===== src/rtl/router_pkg.sv =====
// Shared definitions for the router packet register: status FSM encoding,
// check-mode selectors and default geometry.
package router_pkg;

  typedef enum logic [1:0] {
    S_IDLE  = 2'd0,
    S_BUSY  = 2'd1,
    S_CHECK = 2'd2,
    S_DONE  = 2'd3
  } state_t;

  localparam int CHK_XOR = 0;
  localparam int CHK_SUM = 1;

  localparam int DEF_DATA_W    = 8;
  localparam int DEF_ADDR_W    = 2;
  localparam int DEF_NUM_PORTS = 3;

endpackage


===== src/rtl/router_pkt_reg_if.sv =====
// Controller/FIFO side bundle of the packet register: state strobes and byte in,
// registered byte and per-packet status out.
interface router_pkt_reg_if #(
  parameter int DATA_W = router_pkg::DEF_DATA_W
);

  logic              pkt_valid;
  logic [DATA_W-1:0] data_in;
  logic              fifo_full;
  logic              detect_add;
  logic              lfd_state;
  logic              ld_state;
  logic              laf_state;
  logic              full_state;
  logic              rst_int_reg;
  logic [DATA_W-1:0] dout;
  logic              parity_done;
  logic              low_pkt_valid;
  logic              err;
  logic              len_err;

  modport master (
    output pkt_valid, data_in, fifo_full, detect_add, lfd_state, ld_state,
           laf_state, full_state, rst_int_reg,
    input  dout, parity_done, low_pkt_valid, err, len_err
  );

  modport slave (
    input  pkt_valid, data_in, fifo_full, detect_add, lfd_state, ld_state,
           laf_state, full_state, rst_int_reg,
    output dout, parity_done, low_pkt_valid, err, len_err
  );

endinterface


===== src/rtl/router_chk_acc.sv =====
// Running packet check value: XOR parity or additive checksum mod 2^DATA_W.
// Clear beats load beats accumulate; result is registered, one edge of latency.
module router_chk_acc
  import router_pkg::*;
#(
  parameter int DATA_W   = DEF_DATA_W,
  parameter int CHK_MODE = CHK_XOR
) (
  input  logic              clock,
  input  logic              resetn,
  input  logic              i_clr,
  input  logic              i_load,
  input  logic [DATA_W-1:0] i_load_dat,
  input  logic              i_en,
  input  logic [DATA_W-1:0] i_dat,
  output logic [DATA_W-1:0] o_acc
);

  logic [DATA_W-1:0] r_acc;
  logic [DATA_W-1:0] w_fold;

  always_comb begin
    if (CHK_MODE == CHK_SUM) w_fold = r_acc + i_dat;
    else                     w_fold = r_acc ^ i_dat;
  end

  // Loading from zero is the identity for both fold functions.
  always_ff @(posedge clock) begin
    if (!resetn)     r_acc <= '0;
    else if (i_clr)  r_acc <= '0;
    else if (i_load) r_acc <= i_load_dat;
    else if (i_en)   r_acc <= w_fold;
  end

  assign o_acc = r_acc;

endmodule


===== src/rtl/router_pkt_reg.sv =====
// Router packet register: captures header, forwards bytes to the FIFO with a one-byte
// hold under fifo_full, accumulates the check value and flags err/len_err a cycle after parity_done.
module router_pkt_reg
  import router_pkg::*;
#(
  parameter int DATA_W    = DEF_DATA_W,
  parameter int ADDR_W    = DEF_ADDR_W,
  parameter int NUM_PORTS = DEF_NUM_PORTS,
  parameter int CHK_MODE  = CHK_XOR
) (
  input logic             clock,
  input logic             resetn,
  router_pkt_reg_if.slave io_bus
);

  localparam int LEN_W = DATA_W - ADDR_W;

  logic [ADDR_W-1:0] w_addr;
  logic              w_hdr_cap;
  logic              w_acc_en;
  logic              w_pd_set;
  logic              w_pd_rise;
  logic              w_eval;
  logic [DATA_W-1:0] w_int_chk;
  state_t            w_state_nxt;

  logic [DATA_W-1:0] r_dout;
  logic [DATA_W-1:0] r_hdr_q;
  logic [DATA_W-1:0] r_hold_q;
  logic [DATA_W-1:0] r_pkt_chk;
  logic [LEN_W-1:0]  r_pay_cnt;
  logic              r_parity_done;
  logic              r_low_pkt_valid;
  logic              r_err;
  logic              r_len_err;
  state_t            r_state;

  assign w_addr    = io_bus.data_in[ADDR_W-1:0];
  assign w_hdr_cap = io_bus.detect_add & io_bus.pkt_valid & (int'(w_addr) < NUM_PORTS);
  assign w_acc_en  = io_bus.ld_state & io_bus.pkt_valid & ~io_bus.full_state;
  assign w_pd_set  = (io_bus.ld_state & ~io_bus.fifo_full & ~io_bus.pkt_valid) |
                     (io_bus.laf_state & r_low_pkt_valid & ~r_parity_done);
  assign w_pd_rise = w_pd_set & ~io_bus.detect_add & ~r_parity_done;

  router_chk_acc #(
    .DATA_W   (DATA_W),
    .CHK_MODE (CHK_MODE)
  ) u_chk_acc (
    .clock      (clock),
    .resetn     (resetn),
    .i_clr      (io_bus.detect_add),
    .i_load     (io_bus.lfd_state),
    .i_load_dat (r_hdr_q),
    .i_en       (w_acc_en),
    .i_dat      (io_bus.data_in),
    .o_acc      (w_int_chk)
  );

  always_ff @(posedge clock) begin
    if (!resetn) r_state <= S_IDLE;
    else         r_state <= w_state_nxt;
  end

  // A valid header restarts the packet from any state.
  always_comb begin
    w_state_nxt = r_state;
    w_eval      = 1'b0;
    unique case (r_state)
      S_IDLE:  w_state_nxt = S_IDLE;
      S_BUSY:  if (w_pd_rise) w_state_nxt = S_CHECK;
      S_CHECK: begin
        w_eval      = 1'b1;
        w_state_nxt = S_DONE;
      end
      S_DONE:  if (io_bus.rst_int_reg) w_state_nxt = S_IDLE;
      default: w_state_nxt = S_IDLE;
    endcase
    if (w_hdr_cap) w_state_nxt = S_BUSY;
  end

  always_ff @(posedge clock) begin
    if (!resetn) begin
      r_dout          <= '0;
      r_hdr_q         <= '0;
      r_hold_q        <= '0;
      r_pkt_chk       <= '0;
      r_pay_cnt       <= '0;
      r_parity_done   <= 1'b0;
      r_low_pkt_valid <= 1'b0;
      r_err           <= 1'b0;
      r_len_err       <= 1'b0;
    end else begin
      if (w_hdr_cap) r_hdr_q <= io_bus.data_in;

      if (io_bus.lfd_state)                          r_dout <= r_hdr_q;
      else if (io_bus.ld_state && !io_bus.fifo_full) r_dout <= io_bus.data_in;
      else if (io_bus.laf_state)                     r_dout <= r_hold_q;

      if (io_bus.ld_state && io_bus.fifo_full) r_hold_q <= io_bus.data_in;

      if (io_bus.detect_add)                     r_pay_cnt <= '0;
      else if (w_acc_en && (r_pay_cnt != '1))    r_pay_cnt <= r_pay_cnt + LEN_W'(1);

      if (io_bus.ld_state && !io_bus.pkt_valid) r_pkt_chk <= io_bus.data_in;

      if (io_bus.rst_int_reg)                        r_low_pkt_valid <= 1'b0;
      else if (io_bus.ld_state && !io_bus.pkt_valid) r_low_pkt_valid <= 1'b1;

      if (io_bus.detect_add) r_parity_done <= 1'b0;
      else if (w_pd_set)     r_parity_done <= 1'b1;

      if (w_hdr_cap) begin
        r_err     <= 1'b0;
        r_len_err <= 1'b0;
      end else if (w_eval) begin
        r_err     <= (w_int_chk != r_pkt_chk);
        r_len_err <= (r_pay_cnt != r_hdr_q[DATA_W-1:ADDR_W]);
      end
    end
  end

  assign io_bus.dout          = r_dout;
  assign io_bus.parity_done   = r_parity_done;
  assign io_bus.low_pkt_valid = r_low_pkt_valid;
  assign io_bus.err           = r_err;
  assign io_bus.len_err       = r_len_err;

endmodule


===== src/flat_wrapper.sv =====
// flat-port wrapper written by rule: the top's interface ports become plain ports
module router_pkt_reg_flat import router_pkg::*;
#(
  parameter int DATA_W    = DEF_DATA_W,
  parameter int ADDR_W    = DEF_ADDR_W,
  parameter int NUM_PORTS = DEF_NUM_PORTS,
  parameter int CHK_MODE  = CHK_XOR
)
  (clock, resetn, io_bus_pkt_valid, io_bus_data_in, io_bus_fifo_full, io_bus_detect_add, io_bus_lfd_state, io_bus_ld_state, io_bus_laf_state, io_bus_full_state, io_bus_rst_int_reg, io_bus_dout, io_bus_parity_done, io_bus_low_pkt_valid, io_bus_err, io_bus_len_err);
  router_pkt_reg_if #(.DATA_W(DATA_W)) io_bus_i ();
  input logic clock;
  input logic resetn;
  input wire logic [$bits(io_bus_i.pkt_valid)-1:0] io_bus_pkt_valid;
  input wire logic [$bits(io_bus_i.data_in)-1:0] io_bus_data_in;
  input wire logic [$bits(io_bus_i.fifo_full)-1:0] io_bus_fifo_full;
  input wire logic [$bits(io_bus_i.detect_add)-1:0] io_bus_detect_add;
  input wire logic [$bits(io_bus_i.lfd_state)-1:0] io_bus_lfd_state;
  input wire logic [$bits(io_bus_i.ld_state)-1:0] io_bus_ld_state;
  input wire logic [$bits(io_bus_i.laf_state)-1:0] io_bus_laf_state;
  input wire logic [$bits(io_bus_i.full_state)-1:0] io_bus_full_state;
  input wire logic [$bits(io_bus_i.rst_int_reg)-1:0] io_bus_rst_int_reg;
  output wire logic [$bits(io_bus_i.dout)-1:0] io_bus_dout;
  output wire logic [$bits(io_bus_i.parity_done)-1:0] io_bus_parity_done;
  output wire logic [$bits(io_bus_i.low_pkt_valid)-1:0] io_bus_low_pkt_valid;
  output wire logic [$bits(io_bus_i.err)-1:0] io_bus_err;
  output wire logic [$bits(io_bus_i.len_err)-1:0] io_bus_len_err;
  assign io_bus_i.pkt_valid = io_bus_pkt_valid;
  assign io_bus_i.data_in = io_bus_data_in;
  assign io_bus_i.fifo_full = io_bus_fifo_full;
  assign io_bus_i.detect_add = io_bus_detect_add;
  assign io_bus_i.lfd_state = io_bus_lfd_state;
  assign io_bus_i.ld_state = io_bus_ld_state;
  assign io_bus_i.laf_state = io_bus_laf_state;
  assign io_bus_i.full_state = io_bus_full_state;
  assign io_bus_i.rst_int_reg = io_bus_rst_int_reg;
  assign io_bus_dout = io_bus_i.dout;
  assign io_bus_parity_done = io_bus_i.parity_done;
  assign io_bus_low_pkt_valid = io_bus_i.low_pkt_valid;
  assign io_bus_err = io_bus_i.err;
  assign io_bus_len_err = io_bus_i.len_err;
  router_pkt_reg #(.DATA_W(DATA_W), .ADDR_W(ADDR_W), .NUM_PORTS(NUM_PORTS), .CHK_MODE(CHK_MODE)) u_core (.clock(clock), .resetn(resetn), .io_bus(io_bus_i));
endmodule

===== config.mk =====
export PLATFORM = sky130hd
export DESIGN_NAME = router_pkt_reg_flat
export DESIGN_NICKNAME = d
export VERILOG_FILES = /design/src/rtl/router_pkg.sv /design/src/rtl/router_pkt_reg_if.sv /design/src/rtl/router_chk_acc.sv /design/src/rtl/router_pkt_reg.sv /design/src/flat_wrapper.sv
export SDC_FILE = /design/constraint.sdc
export NUM_CORES = 1
export LEC_CHECK = 0
export CELL_PAD_IN_SITES_DETAIL_PLACEMENT = 1
export CELL_PAD_IN_SITES_GLOBAL_PLACEMENT = 1
export CORE_MARGIN = 10
export CORE_UTILIZATION = 46
export DETAILED_ROUTE_END_ITERATION = 16
export PLACE_DENSITY_LB_ADDON = 0.1
export SLEW_MARGIN = 20
export SYNTH_ARGS = -nofsm -noshare
export SYNTH_HDL_FRONTEND = slang
export SYNTH_HIERARCHICAL = 1
export SYNTH_SLANG_ARGS = --single-unit
export TNS_END_PERCENT = 5

===== constraint.sdc =====
create_clock -name clock -period 4.2 [get_ports clock]
set_input_delay 0.84 -clock clock [delete_from_list [all_inputs] [get_ports clock]]
set_output_delay 0.84 -clock clock [all_outputs]
set_load 0.02 [all_outputs]

# After elaboration in Yosys (flattened, before gate mapping)
# Index checks and enable logic that the tools add are counted.
# word_totals
inputBits,18
ram_bits,0
n_memories,0
rom_bits,0
latch_bits,0
out_inout_bits,12
register_bits,52
# classes
shifts,0
n_addsub,1
div_mod_pow,0
magnitude_cmp,1
n_mux,10
reduce_logical,14
n_bitwise,18
n_eq_ne,10
multipliers,0
# op_table
cell,count
$mux W8,5
$and A1 B1 Y1,10
$ne A8 B8 Y1,1
$pmux W2 S4,1
$xor A8 B8 Y8,1
$add A6 B1 Y6 const B,1
$ne A6 B6 Y1,1
$ne A6 B6 Y1 const B,1
$not A1 Y1,6
$reduce_or A2 Y1,3
$eq A2 B2 Y1 const B,2
$logic_and A1 B1 Y1,4
$mux W2,2
$reduce_and A2 Y1,2
$ne A3 B1 Y1 const B,1
$ne A3 B2 Y1 const B,1
$reduce_bool A3 Y1,1
$eq A2 B1 Y1 const B,1
$logic_not A1 Y1,2
$logic_not A2 Y1,1
$lt A2 B2 Y1 const B,1
$mux W1,2
$ne A2 B1 Y1 const B,1
$ne A2 B2 Y1 const B,1
other kinds (2),2

# Depth between registers and ports, before layout
# logic_depth
depth_word,9
mapped_depth,6
depth_no_buf,6

# Cells and area by module
# The synthesis kept the hierarchy.
# by_module_without_submodules
module,seq_area_each_um2,n_inst,cells_each,area_per_inst_um2
router_pkt_reg,880.8,1,229,2085.8
router_chk_acc,160.2,1,45,444.2

# Least setup slack after synthesis
# OpenSTA, ideal clock, no wires.
# synth_path
path_kind,input-to-reg
start,in io_bus_fifo_full
end,"reg u_core.r_dout[5], in the netlist u_core/io_bus.dout[5]"
stages,6
t_required_ps,4083
path_slack_ps,2234
arrival_ps,1849
path_cell_list,clkbuf_1 > or2b_1 > buf_2 > mux2i_1 > o21ai_0 > a22o_1
# synth_between
elab_chain_cells,4
# synth_rtl
item,line,rtl
from (decl),flat_wrapper.sv:15,input wire logic [$bits(io_bus_i.fifo_full)-1:0] io_bus_fifo_full;
$logic_not A1 Y1 *,router_pkt_reg.sv:96,else if (io_bus.ld_state && !io_bus.fifo_full) r_dout <= io_bus.data_in;
$logic_and A1 B1 Y1 *,router_pkt_reg.sv:96,
$mux W8,router_pkt_reg.sv:96,
$mux W8,router_pkt_reg.sv:95,if (io_bus.lfd_state) r_dout <= r_hdr_q;
to (signal assigned),router_pkt_reg.sv:95,
to (signal assigned),router_pkt_reg.sv:96,
to (signal assigned),router_pkt_reg.sv:97,else if (io_bus.laf_state) r_dout <= r_hold_q;
to (decl),router_pkt_reg.sv:27,logic [DATA_W-1:0] r_dout;
# Every way passes the cells marked *; elsewhere a longest branch is shown, timed or not.
# A chain may end at the register's enable or synchronous reset.

# Worst setup path after layout
# layout_path
start,in io_bus_ld_state
end,reg u_core.r_state[0]
# layout_between
elab_chain_cells,7
# layout_rtl
item,line,rtl
from (decl),flat_wrapper.sv:18,input wire logic [$bits(io_bus_i.ld_state)-1:0] io_bus_ld_state;
$and A1 B1 Y1 (2 in series),router_pkt_reg.sv:41,assign w_pd_set = (io_bus.ld_state & ~io_bus.fifo_full & ~io_bus.pkt_valid) |
$or A1 B1 Y1,router_pkt_reg.sv:41,
$and A1 B1 Y1 (2 in series),router_pkt_reg.sv:43,assign w_pd_rise = w_pd_set & ~io_bus.detect_add & ~r_parity_done;
$ne A3 B1 Y1 (no line),-,
$reduce_and A2 Y1 (no line),-,
to (signal assigned),router_pkt_reg.sv:61,else r_state <= w_state_nxt;
to (decl),router_pkt_reg.sv:36,state_t r_state;
# No other way between the ends.

==> results_dict.tcl <==
set metrics [dict create \
    grt_pass1_wl_um 11500 \
    ctsHoldBuffers 0 \
    status "complete, no violations" \
    slowest_stage "clkdlybuf4s50_1" \
    ys.flop_type "dfxtp_1" \
    worstPathRequired_ns 4.38 \
    diodes 0 \
    post_cts.repair.setup_buffers 0 \
    cts_tree "built" \
    power_mw 0.995 \
    yosysTopAreaCell "dfxtp_1" \
    maxCapViolCount 0 \
    rows 26 \
    min_path_type "reg2reg" \
    cp_num_buf_inv 1 \
    fin_crit_ns 2.56 \
    critPathKind "in2reg" \
    vias 2104 \
    fmax_mhz 391 \
    slowest_delay_ns 0.76 \
    max_slew_margin_pct 46.2 \
    synthCells 274 \
    r2r_end "u_core/r_state[0]" \
    critPathArrivalTime_ns 2.73 \
    grt_usage_pct 16.0 \
    route.met2.wl_um 3450 \
    wl_met1_um 3050 \
    yosysSeqAreaShare_pct 41.1 \
    placed_cell_area_um2 2850 \
    wl_per_cell_um 18.5 \
    swShare_pct 27.6 \
    internal_power_mw 0.721 \
    path_cells "clkdlybuf4s50_1 > or3b_1 > a311oi_2 > mux2i_1 > a21boi_1" \
    clockBufferDepth 2 \
    ant_nets 0 \
    drtIter0Drc 79 \
    hold_violations 0 \
    finalSetupTns_ns 0 \
    async_flop_share_pct 0 \
    crit_path_start_kind "primary input" \
    clock-sinks 52 \
    synth_area_per_cell_um2 9.23 \
    chipHeight_um 94.2 \
    syn_nets 297 \
    finalCritPeriodShare_pct 60.8 \
    grt_pass1_vias 2299 \
    ir_worst_vdd_mv 0.178 \
    die_area_um2 8870 \
    final_util_pct 56.5 \
    start_util_pct 48.6 \
    ys_ff_latch 52 \
    path_clk_slew_ns 0.10 \
    min_to "u_core/r_hold_q[6]" \
    synth_common_cells "52 x dfxtp_1, 36 x nand2_1, 20 x nor2b_1, 18 x mux2i_1, 16 x a21boi_0" \
    slew_viol_final 0 \
    gr-total-overflow 0 \
    p_leak_nw 1.13 \
    worstPathMaxFanout 15 \
    viasPerCell 5.73 \
    yosysMostFrequentCell "dfxtp_1" \
    core_area_um2 5200 \
    drc 0 \
    top_layer_used "met4" \
    final_area_um2 2940 \
    drt_first_pass_iters 4 \
    r2r-start "u_core/r_state[1]" \
    routed_wl_um 6790 \
    ff2ff_path_depth 6 \
    postCtsResizedCells 0 \
    final_layout_size_suffix_gt1_share_pct 5.39 \
    cts-root-buf "clkbuf_8" \
    tightest_slew_ns 0.805 \
    synth_warnings 6 \
    clk_latency_ns 0.31 \
    p_comb_share_pct 15.9 \
    yosys.area.top_type_share_pct 41.1 \
    switchingPower_mw 0.274 \
    die_width_um 94.2 \
    end_kind "register" \
    power.density_nw_per_um2 339 \
    port_buffers 29 \
    antenna_found_initial 0 \
    p_clk_share_pct 30.3 \
    synth_area_leaders "dfxtp_1 41%, mux2i_1 7.1%, nand2_1 5.3%" \
    syn_area_um2 2530 \
    reg2reg_slack_ns 2.58 \
    critPathTopFamily "buffers and inverters" \
    grt_max_degree 28 \
    fillers 626 \
    worstHoldStart "u_core/r_hold_q[6]" \
    seqPwrFrac_pct 53.8 \
    synth_edf_count 0 \
    min_path_cells 2 \
    setup_viol 0 \
    numCtsBuffers 5 \
    met3_length_um 194 \
    place.gp.congestion 0.727 \
    finalNetCount 319 \
    synth_cell_types 43 \
    cts-htree-levels 2 \
    rsz0062_at_grt "false" \
    num_io_pins 30 \
    dp_hpwl_um 5000 \
    syn2layout_area_growth_pct 16.2 \
    worst_clock_skew_ns 0.00915 \
]
worst max path at each step:
stage / start / to / cells after the start
after floorplan: io_bus_fifo_full / u_core/io_bus.dout[5] / 6
after global placement: io_bus_ld_state / u_core/io_bus.dout[3] / 4
after detailed placement: io_bus_ld_state / u_core/r_pay_cnt[4] / 5
after CTS: io_bus_ld_state / u_core/r_pay_cnt[4] / 5
after global routing: io_bus_ld_state / u_core/u_chk_acc/o_acc[3] / 5
final: io_bus_ld_state / u_core/r_state[0] / 5
cell usage in the layout, fill, tap and decap left out, types with 2 or more instances in the layout:
cell and count:
nor4_1 8, and4b_1 5, clkinv_2 2, a22o_1 8
mux2i_1 18, a31oi_1 2, dfxtp_1 52, inv_1 4
o21a_1 2, clkdlybuf4s50_1 29, buf_4 2, a21oi_1 4
nor2b_1 20, a21boi_0 16, o21ai_0 8, nor3_1 2
and4b_2 3, nand4_1 2, nor2_1 7, xor2_1 5
ha_1 5, a311oi_1 2, clkbuf_8 6, xnor2_1 11
nand2b_1 3, nand2_1 36, nand3_1 11, a211oi_1 10
metrics by stage:
step / std cells / hold slack (ns) / setup WS [ns]
global placement: 359 / 0.453 / 1.38
detailed placement: 359 / 0.465 / 1.31
floorplan: 274 / 0.443 / 2.23
global route: 367 / 0.500 / 1.42
CTS: 367 / 0.479 / 1.64
finish: 367 / 0.475 / 1.64
routing by layer:
layer  GRT usage [%]  vias to the layer above
met2            28.5                       22
met4            5.57                        0
met3            3.44                        8
met1            18.2                     1054
li1                -                     1020
met5               0                        -
power by group through the flow:
stage	sequential (mW)	clock [mW]	combinational, mW
floorplan	0.550	0	0.0915
global placement	0.546	0	0.155
detailed placement	0.547	0	0.159
CTS	0.536	0.312	0.160
global route	0.539	0.332	0.174
finish	0.536	0.301	0.158
worst min-delay path, delay by kind of cell, from the launching register on:
| kind | cells | cell delay (ns) |
|---|---|---|
| flip-flops | 1 | 0.32 |
| AND/OR/NAND/NOR | 1 | 0.05 |
| AO/OA/AOI/OAI | 1 | 0.07 |
layout make-up:
| class | instances | area, um2 | share of cell area, % |
|---|---|---|---|
| clock buffers | 6 | 82.6 | 2.81 |
| well taps | 70 | 87.6 | 2.98 |
| inverters | 4 | 15.0 | 0.511 |
| multi-input cells | 202 | 1400 | 47.6 |
| flip-flops and latches | 52 | 1040 | 35.4 |
| clock inverters | 2 | 10.0 | 0.341 |
| repair buffers | 31 | 305 | 10.4 |
sequential cells by signal (all words and copies together), names as in the netlist:
name	count
u_core/r_hdr_q	8
u_core/r_pay_cnt	6
u_core/io_bus.low_pkt_valid	1
u_core/r_pkt_chk	8
u_core/u_chk_acc/o_acc	8
u_core/io_bus.dout	8
u_core/r_hold_q	8
u_core/io_bus.len_err	1
u_core/io_bus.parity_done	1
u_core/io_bus.err	1
u_core/r_state	2
logic make-up (layout without fill, tap and decap cells):
logic type / after synthesis / in the layout / share of synthesized area (%)
mux: 18 / 18 / 7.12
compound gates: 57 / 57 / 16.5
flops: 52 / 52 / 41.1
xor+xnor: 16 / 16 / 5.54
fa+ha+maj: 5 / 5 / 2.47
buf+inv: 20 / 43 / 3.61
simple gates: 106 / 106 / 23.6
(Power assumes the default switching activity.)
